File: src/rtl/bp_update_scheduler.sv
// rtl/bp_update_scheduler.sv - branch predictor update scheduler: table clear sweep, tag/BHT request queues, one table write per cycle (optional BP_TAG_COALESCE_EN)
module bp_update_scheduler #(
    parameter int WORD_SIZE    = 16,
    parameter int BTB_IDX_SIZE = 8,
    parameter int QUEUE_DEPTH  = 4
) (
    input  logic                              clk,
    input  logic                              reset_n,
    input  logic                              flush_req,
    input  logic                              tag_valid,
    input  logic [WORD_SIZE-1:0]              tag_pc,
    input  logic [WORD_SIZE-1:0]              tag_target,
    output logic                              tag_ready,
    input  logic                              bht_valid,
    input  logic [WORD_SIZE-1:0]              bht_pc,
    input  logic                              bht_taken,
    output logic                              bht_ready,
    output logic                              tbl_clr,
    output logic                              tbl_tag_we,
    output logic                              tbl_bht_we,
    output logic [BTB_IDX_SIZE-1:0]           tbl_idx,
    output logic [WORD_SIZE-BTB_IDX_SIZE-1:0] tbl_tag,
    output logic [WORD_SIZE-1:0]              tbl_target,
    output logic                              tbl_taken,
    output logic                              busy
);

    localparam int PTR_W = $clog2(QUEUE_DEPTH);
    localparam int CNT_W = PTR_W + 1;
    localparam logic [BTB_IDX_SIZE-1:0] LAST_IDX = '1;
    localparam logic [BTB_IDX_SIZE-1:0] IDX_ONE  = BTB_IDX_SIZE'(1);
    localparam logic [PTR_W-1:0]        PTR_ONE  = PTR_W'(1);
    localparam logic [CNT_W-1:0]        FULL_CNT = CNT_W'(QUEUE_DEPTH);

    typedef enum logic {ST_CLEAR, ST_RUN} state_t;

    state_t                  state;
    logic [BTB_IDX_SIZE-1:0] sweep_idx;
    logic                    last_bht;

    logic [WORD_SIZE-1:0] tq_pc  [QUEUE_DEPTH];
    logic [WORD_SIZE-1:0] tq_tgt [QUEUE_DEPTH];
    logic [PTR_W-1:0]     tq_rd, tq_wr;
    logic [CNT_W-1:0]     tq_cnt;

    logic [WORD_SIZE-1:0] bq_pc    [QUEUE_DEPTH];
    logic                 bq_taken [QUEUE_DEPTH];
    logic [PTR_W-1:0]     bq_rd, bq_wr;
    logic [CNT_W-1:0]     bq_cnt;

    logic             run_ok;
    logic             grant_tag, grant_bht;
    logic             tag_acc, bht_acc;
    logic             tag_coal, tag_push, bht_push;
    logic [CNT_W-1:0] tq_cnt_nxt, bq_cnt_nxt;
`ifdef BP_TAG_COALESCE_EN
    logic [PTR_W-1:0] tq_newest;
`endif

    // Arbitration, acceptance and next-occupancy; flush suppresses both issue and acceptance
    always_comb begin
        run_ok    = (state == ST_RUN) && !flush_req;
        grant_tag = run_ok && (tq_cnt != '0) && ((bq_cnt == '0) || last_bht);
        grant_bht = run_ok && (bq_cnt != '0) && ((tq_cnt == '0) || !last_bht);
        tag_acc   = tag_valid && tag_ready && !flush_req;
        bht_acc   = bht_valid && bht_ready && !flush_req;
`ifdef BP_TAG_COALESCE_EN
        tq_newest = tq_wr - PTR_ONE;
        // Merging into an entry that is leaving this very cycle would lose the new target, so push instead
        tag_coal  = tag_acc && (tq_cnt != '0) && (tq_pc[tq_newest] == tag_pc)
                    && !(grant_tag && (tq_cnt == CNT_W'(1)));
`else
        tag_coal  = 1'b0;
`endif
        tag_push   = tag_acc && !tag_coal;
        bht_push   = bht_acc;
        tq_cnt_nxt = tq_cnt + CNT_W'(tag_push) - CNT_W'(grant_tag);
        bq_cnt_nxt = bq_cnt + CNT_W'(bht_push) - CNT_W'(grant_bht);
    end

    // Queue storage writes (contents need no reset; pointers and counts define validity)
    always_ff @(posedge clk) begin
        if (tag_push) begin
            tq_pc[tq_wr]  <= tag_pc;
            tq_tgt[tq_wr] <= tag_target;
        end
`ifdef BP_TAG_COALESCE_EN
        if (tag_coal) begin
            tq_tgt[tq_newest] <= tag_target;
        end
`endif
        if (bht_push) begin
            bq_pc[bq_wr]    <= bht_pc;
            bq_taken[bq_wr] <= bht_taken;
        end
    end

    // Control FSM: clear sweep, queue pointers, registered ready/busy and table write outputs
    always_ff @(posedge clk or negedge reset_n) begin
        if (!reset_n) begin
            state      <= ST_CLEAR;
            sweep_idx  <= '0;
            last_bht   <= 1'b1;
            tq_rd      <= '0;
            tq_wr      <= '0;
            tq_cnt     <= '0;
            bq_rd      <= '0;
            bq_wr      <= '0;
            bq_cnt     <= '0;
            tag_ready  <= 1'b0;
            bht_ready  <= 1'b0;
            busy       <= 1'b1;
            tbl_clr    <= 1'b0;
            tbl_tag_we <= 1'b0;
            tbl_bht_we <= 1'b0;
            tbl_idx    <= '0;
            tbl_tag    <= '0;
            tbl_target <= '0;
            tbl_taken  <= 1'b0;
        end else begin
            tbl_clr    <= 1'b0;
            tbl_tag_we <= 1'b0;
            tbl_bht_we <= 1'b0;
            tbl_idx    <= '0;
            tbl_tag    <= '0;
            tbl_target <= '0;
            tbl_taken  <= 1'b0;
            if (flush_req) begin
                state     <= ST_CLEAR;
                sweep_idx <= '0;
                tq_rd     <= '0;
                tq_wr     <= '0;
                tq_cnt    <= '0;
                bq_rd     <= '0;
                bq_wr     <= '0;
                bq_cnt    <= '0;
                tag_ready <= 1'b0;
                bht_ready <= 1'b0;
                busy      <= 1'b1;
            end else if (state == ST_CLEAR) begin
                tbl_clr   <= 1'b1;
                tbl_idx   <= sweep_idx;
                sweep_idx <= sweep_idx + IDX_ONE;
                tag_ready <= 1'b0;
                bht_ready <= 1'b0;
                busy      <= 1'b1;
                if (sweep_idx == LAST_IDX) begin
                    state <= ST_RUN;
                end
            end else begin
                busy      <= 1'b0;
                tag_ready <= (tq_cnt_nxt < FULL_CNT);
                bht_ready <= (bq_cnt_nxt < FULL_CNT);
                tq_cnt    <= tq_cnt_nxt;
                bq_cnt    <= bq_cnt_nxt;
                if (tag_push) tq_wr <= tq_wr + PTR_ONE;
                if (bht_push) bq_wr <= bq_wr + PTR_ONE;
                if (grant_tag) begin
                    tq_rd      <= tq_rd + PTR_ONE;
                    last_bht   <= 1'b0;
                    tbl_tag_we <= 1'b1;
                    tbl_idx    <= tq_pc[tq_rd][BTB_IDX_SIZE-1:0];
                    tbl_tag    <= tq_pc[tq_rd][WORD_SIZE-1:BTB_IDX_SIZE];
                    tbl_target <= tq_tgt[tq_rd];
                end else if (grant_bht) begin
                    bq_rd      <= bq_rd + PTR_ONE;
                    last_bht   <= 1'b1;
                    tbl_bht_we <= 1'b1;
                    tbl_idx    <= bq_pc[bq_rd][BTB_IDX_SIZE-1:0];
                    tbl_tag    <= bq_pc[bq_rd][WORD_SIZE-1:BTB_IDX_SIZE];
                    tbl_taken  <= bq_taken[bq_rd];
                end
            end
        end
    end

endmodule

File: config.mk
export PLATFORM = sky130hd
export DESIGN_NAME = bp_update_scheduler
export DESIGN_NICKNAME = d
export VERILOG_FILES = /design/src/rtl/bp_update_scheduler.sv
export SDC_FILE = /design/constraint.sdc
export NUM_CORES = 1
export LEC_CHECK = 0
export ABC_AREA = 1
export CORE_MARGIN = 2
export CORE_UTILIZATION = 57
export DETAILED_ROUTE_END_ITERATION = 16
export HOLD_SLACK_MARGIN = 0.06
export PLACE_DENSITY = 0.83
export SETUP_SLACK_MARGIN = 0.3
export SKIP_LAST_GASP = 1
export SLEW_MARGIN = 40
export SYNTH_ARGS = -nofsm -noshare
export SYNTH_HDL_FRONTEND = slang
export SYNTH_SLANG_ARGS = --single-unit
File: constraint.sdc
create_clock -name clk -period 3.65 [get_ports clk]
set_input_delay 0.73 -clock clk [delete_from_list [all_inputs] [get_ports clk]]
set_output_delay 0.73 -clock clk [all_outputs]
set_load 0.05 [all_outputs]
== After elaboration in Yosys (flattened, before gate mapping) ==
Memories as Yosys holds them, arrays and structs flattened.
Index checks and enable logic that the tools add are counted.

* Flip-flop bits (word level): 63
* RAM bits: 196
* Memories kept: 4

* Add/sub/neg operators: 9
* Order comparisons: 2
* Equal/unequal tests: 3
* Muxes and demuxes: 57
* Bitwise logic cells: 1
* Reduce and logical (&&, ||, !) cells: 28

{| class="wikitable"
|+ Memory list
! memory !! depth !! width !! rd ports !! clocked after memory_dff !! wr ports !! RTL line !! text
|-
| bq_pc || 4 || 16 || 1 || 0 || 1 || 46 || <nowiki>logic [WORD_SIZE-1:0] bq_pc [QUEUE_DEPTH];</nowiki>
|-
| tq_pc || 4 || 16 || 1 || 0 || 1 || 41 || <nowiki>logic [WORD_SIZE-1:0] tq_pc [QUEUE_DEPTH];</nowiki>
|-
| tq_tgt || 4 || 16 || 1 || 0 || 1 || 42 || <nowiki>logic [WORD_SIZE-1:0] tq_tgt [QUEUE_DEPTH];</nowiki>
|-
| bq_taken || 4 || 1 || 1 || 0 || 1 || 47 || <nowiki>logic bq_taken [QUEUE_DEPTH];</nowiki>
|}

{| class="wikitable"
|+ Operators by type and width
! cell !! number
|-
| 8-bit 2-to-1 mux || 10
|-
| 16-bit 2-to-1 mux || 3
|-
| 1-bit 2-to-1 mux || 27
|-
| 2-bit 2-to-1 mux || 13
|-
| 3-bit 2-to-1 mux || 4
|-
| 2-bit nonzero test || 6
|-
| 1-bit logical AND || 9
|-
| 2-bit by 1-bit adder with 2-bit output, second input constant || 4
|-
| 8-bit by 1-bit adder with 8-bit output, second input constant || 1
|-
| 8-bit equality test, second input constant || 1
|-
| 3-bit by 1-bit adder with 3-bit output || 2
|-
| 3-bit logical NOT || 2
|-
| 3-bit < comparator, second input constant || 2
|-
| 2-bit AND reduction || 3
|-
| 3-bit AND reduction || 2
|-
| 3-bit nonzero test || 2
|-
| 3-bit by 1-bit subtractor with 3-bit output || 2
|-
| 2-bit != test, second input constant || 2
|-
| 1-bit logical NOT || 2
|-
| 1-bit logical OR || 2
|-
| 1-bit NOT || 1
|}

== Depth between registers and ports, before layout ==
* Depth after elaboration: 8
* Mapped depth: 14

== Least setup slack after synthesis ==
Ideal clock, no wire load.

* Path kind: in2reg
* From: in tag_valid
* To: mem tq_pc[0][0] (enable)
* Data arrival time: 2378 ps
* Required time: 3229 ps
* Setup slack: 851 ps
* Stages: 4
* Path buffers: 0
* Path through: nand2_1 -> nor2_1 -> inv_1 -> nor2_1

* Cells in the longest elaborated chain, start to end: 4

{| class="wikitable"
|+ RTL lines
! element !! RTL line !! text
|-
| start, declared || 10 || <nowiki>input logic tag_valid,</nowiki>
|-
| 1-bit logical AND (2 in a row) || 65 || <nowiki>tag_acc = tag_valid && tag_ready && !flush_req;</nowiki>
|-
| 1-bit 2-to-1 mux || 83 || <nowiki>if (tag_push) begin</nowiki>
|-
| 1-bit 2-to-1 mux (not written as such) || 84 || <nowiki>tq_pc[tq_wr] <= tag_pc;</nowiki>
|-
| end, declared || 41 ||
|}

No other way between the ends.

== Worst setup path in the final report ==
* From: in flush_req
* To: reg bht_ready

* Cells in the longest elaborated chain, start to end: 8
* Elaborated cells between the ends (all ways): 10

{| class="wikitable"
|+ RTL lines
! element !! RTL line !! text
|-
| start, declared || 9 || <nowiki>input logic flush_req,</nowiki>
|-
| branches (longest 7 deep; another with 3-bit by 1-bit adder with 3-bit output) || -- ||
|-
| 1-bit 2-to-1 mux (*) || 128 || <nowiki>if (flush_req) begin</nowiki>
|-
| end signal, assigned || 153 || <nowiki>bht_ready <= (bq_cnt_nxt < FULL_CNT);</nowiki>
|-
| end, declared || 17 || <nowiki>output logic bht_ready,</nowiki>
|}

Mark *: on every way between the ends.
A chain may end at the register's enable or synchronous reset.

==> out/results.tsv <==
metric	value	unit
outcome	finished clean	
crit_path_cell_trace	clkdlybuf4s50_1, inv_1, nand3_1, ha_1, inv_1, ha_1, inv_1, fa_1, xnor2_1, or2_2, a21oi_1	
postCtsSetupRepairBufs	0	
number_of_setup_violations_in_the_final_report	0	
drt.antenna.violating_nets	0	
post-synth-top-count-cell	sky130_fd_sc_hd__edfxtp_1	
cts_buffers	25	
route.detailed.vias_per_inst	5.44	
critical_path.endpoint	bht_ready	
dr_wl_met3	1300	um
num_rows	48	
path_max_fanout	6	
wl_met1	8400	um
grt_first_pass_wirelength	32200	um
simple_gate_area_share_of_the_yosys_netlist	0.155	
grt_pass1_vias	6478	
synth_enable_flop_cells	196	
synthesis.area	0.0102	mm^2
synthDominantCellAreaShare	0.576	
ys_seq_elements	259	
grt_antenna_before_repair	0	
crit_type	input port to flip-flop	
adder_cell_fraction_of_synth_area	0.0186	
crit_path_end_kind	flip-flop	
ctsHoldBuffers	0	
worst_clock_skew	0.0156	ns
synth.yosys.seq_area_share	0.731	
pin_count_of_the_biggest_net_entering_global_routing	67	
max_cap_viol_count	0	
highest-signal-layer	met4	
clock-sinks	259	
routed-via-count	6539	
drc	0	
clockRootBuffer	sky130_fd_sc_hd__clkbuf_16	
synth_top_cells_by_count	sky130_fd_sc_hd__edfxtp_1, sky130_fd_sc_hd__nor2_1, sky130_fd_sc_hd__nand2_1	
r2r-start	last_bht	
powerDensity	473	mW/mm^2
path_category_of_the_worst_min_delay_check	input port to asynchronous set/reset pin	
dpl.hpwl	12100	um
power.static_leakage	4.67	nW
critical_path.reg2reg.endpoint	bht_ready	
yosysUniqueCellTypes	31	
final_critical_path_share_of_the_clock_period	0.769	
timing.critical_path.slowest_stage_cell	sky130_fd_sc_hd__clkdlybuf4s50_1	
floorplan.io_pins	93	
synth-compound-area-share	0.0609	
maxSlewHeadroom	0.441	
r2r_setup_slack	1.00	ns
rsz_0062_raised_after_global_routing	no	
timing.fmax	356	MHz
detailedRoute.firstIterationViolations	552	
post_synth_mux_area_share	0	
design_power_total	5.75	mW
timing_max_transition_violations_final	0	
place_worst_setup_slack	0.348	ns
worst_skew_pair.late_latency	0.52	ns
totalWireLength	20700	um
design.core.area	0.0174	mm^2
post_synth_main_area_contributors	sky130_fd_sc_hd__edfxtp_1, sky130_fd_sc_hd__dfrtp_1, sky130_fd_sc_hd__nor2_1	
grt_overflow_total	0	
final_core_util	0.697	
cts_resized	0	
critical-path-top-cell-by-count	sky130_fd_sc_hd__inv_1	
dr.pass1.iters	7	
postSynthAreaPerCell	11.9	um^2
ir_worst_vdd	0.406	mV
synth_largest_area_cell	sky130_fd_sc_hd__edfxtp_1	
die_h	138	um
startpoint_type	input port	
h-tree-depth	1	
port-buffer-count	92	
layout_setup_ws	0.844	ns
sum_neg_setup_slack	0	ns
cell_count_after_synthesis	859	
fp.dieArea	0.0190	mm^2
finalNetCount	1026	
clock_path_buffers	3	
finalHoldViolations	0	
num_antenna_cells	0	
die_width	138	um
tritoncts	yes	
dominant_combinational_cell_family_by_area_after_synthesis	simple AND/OR/NAND/NOR gates	
global_route.usage.total	0.223	
syn2layout_area_growth	18.9	%
gpl.final_weighted_congestion	0.845	
start_util	0.587	
synth_ff_type	sky130_fd_sc_hd__edfxtp_1	
reg2reg_depth	11	
finalCriticalPeriod	2.81	ns
synth-warning-count	0	
worst-endpoint-arrival	3.24	ns
timing.critical_path.slowest_cell_delay	0.57	ns
cts.reportedPaths.clkPinSlew	0.06	ns
synth-xor-area-share	0.00343	
ys_async_sr_fraction	0.243	
final_layout_size_suffix_gt1_frac	0.0840	
syn-num-nets	927	
worst_slew_pin_slew	0.836	ns
crit_path_start	flush_req	
avgRoutedWirePerCell	17.2	um
wl_met2	10400	um
required	4.08	ns
per-stage QoR:
step	std cells	area, um^2	hold WS (ns)
final	1201	12100	0.146
after CTS	1201	12100	0.282
after global routing	1201	12100	0.170
after floorplan	859	10200	0.434
after detailed placement	1156	11400	0.524
after global placement	1156	11400	0.506
metal layers:
metal | track usage | vias up
met5 | 0 | -
met2 | 0.386 | 258
met1 | 0.288 | 3123
li1 | - | 3116
met3 | 0.0322 | 42
met4 | 0.0845 | 0
state kept, by name, summed over array words and instances, names as in the netlist, 2 cells and up:
| signal | count |
|---|---|
| tbl_target | 16 |
| bq_pc | 64 |
| tq_tgt | 64 |
| tq_pc | 64 |
| bq_cnt | 3 |
| tq_cnt | 3 |
| tbl_idx | 8 |
| tq_wr | 2 |
| sweep_idx | 8 |
| bq_rd | 2 |
| bq_wr | 2 |
| tq_rd | 2 |
| tbl_tag | 8 |
| bq_taken | 4 |
cell families after synthesis:
family / Yosys count
AO/OA/AOI/OAI: 122
XOR/XNOR: 4
adder cells (fa/ha/maj): 14
buffers and inverters: 71
flip-flops: 259
AND/OR/NAND/NOR: 389
worst min path at each step:
stage | startpoint | to | slack [ns]
4_1_cts | reset_n | sweep_idx[0] | 0.28
3_3_place_gp | bq_taken[3] | tbl_taken | 0.51
5_1_grt | reset_n | sweep_idx[0] | 0.17
3_5_place_dp | tq_tgt[3][2] | tbl_target[2] | 0.52
6_report | reset_n | tq_rd[1] | 0.15
2_1_floorplan | reset_n | bht_ready | 0.43
layout by cell type (no fill, tap or decap), types with 12 or more instances in the layout:
cell type                           n
sky130_fd_sc_hd__clkdlybuf4s50_1   91
sky130_fd_sc_hd__ha_1              12
sky130_fd_sc_hd__edfxtp_1         196
sky130_fd_sc_hd__buf_4             20
sky130_fd_sc_hd__dfrtp_1           60
sky130_fd_sc_hd__clkbuf_16         25
sky130_fd_sc_hd__nor2_1           169
sky130_fd_sc_hd__inv_1             27
sky130_fd_sc_hd__nand3_1           43
sky130_fd_sc_hd__a21oi_1           34
sky130_fd_sc_hd__nand2_1          153
sky130_fd_sc_hd__o21ai_0           74
area by class of cell:
cell class | instances | area [um^2]
well taps | 225 | 282
fillers | 1146 | 5270
clock buffers | 28 | 667
flip-flops and latches | 259 | 7470
multi-input cells | 529 | 2440
repair buffers | 111 | 1060
inverters | 32 | 123
clock inverters | 17 | 106
worst max-delay path, delay by kind of cell:
kind	cells	cell delay, ns
buffers and inverters	4	0.82
XOR/XNOR	1	0.15
adder cells (fa/ha/maj)	3	0.87
AO/OA/AOI/OAI	1	0.16
AND/OR/NAND/NOR	2	0.50
power breakdown:
group          total [mW]  internal, mW  switching, mW
logic               0.143        0.0669         0.0760
registers            3.19          3.18        0.00904
clock network        2.41          1.38           1.03
(Power assumes the default switching activity.)
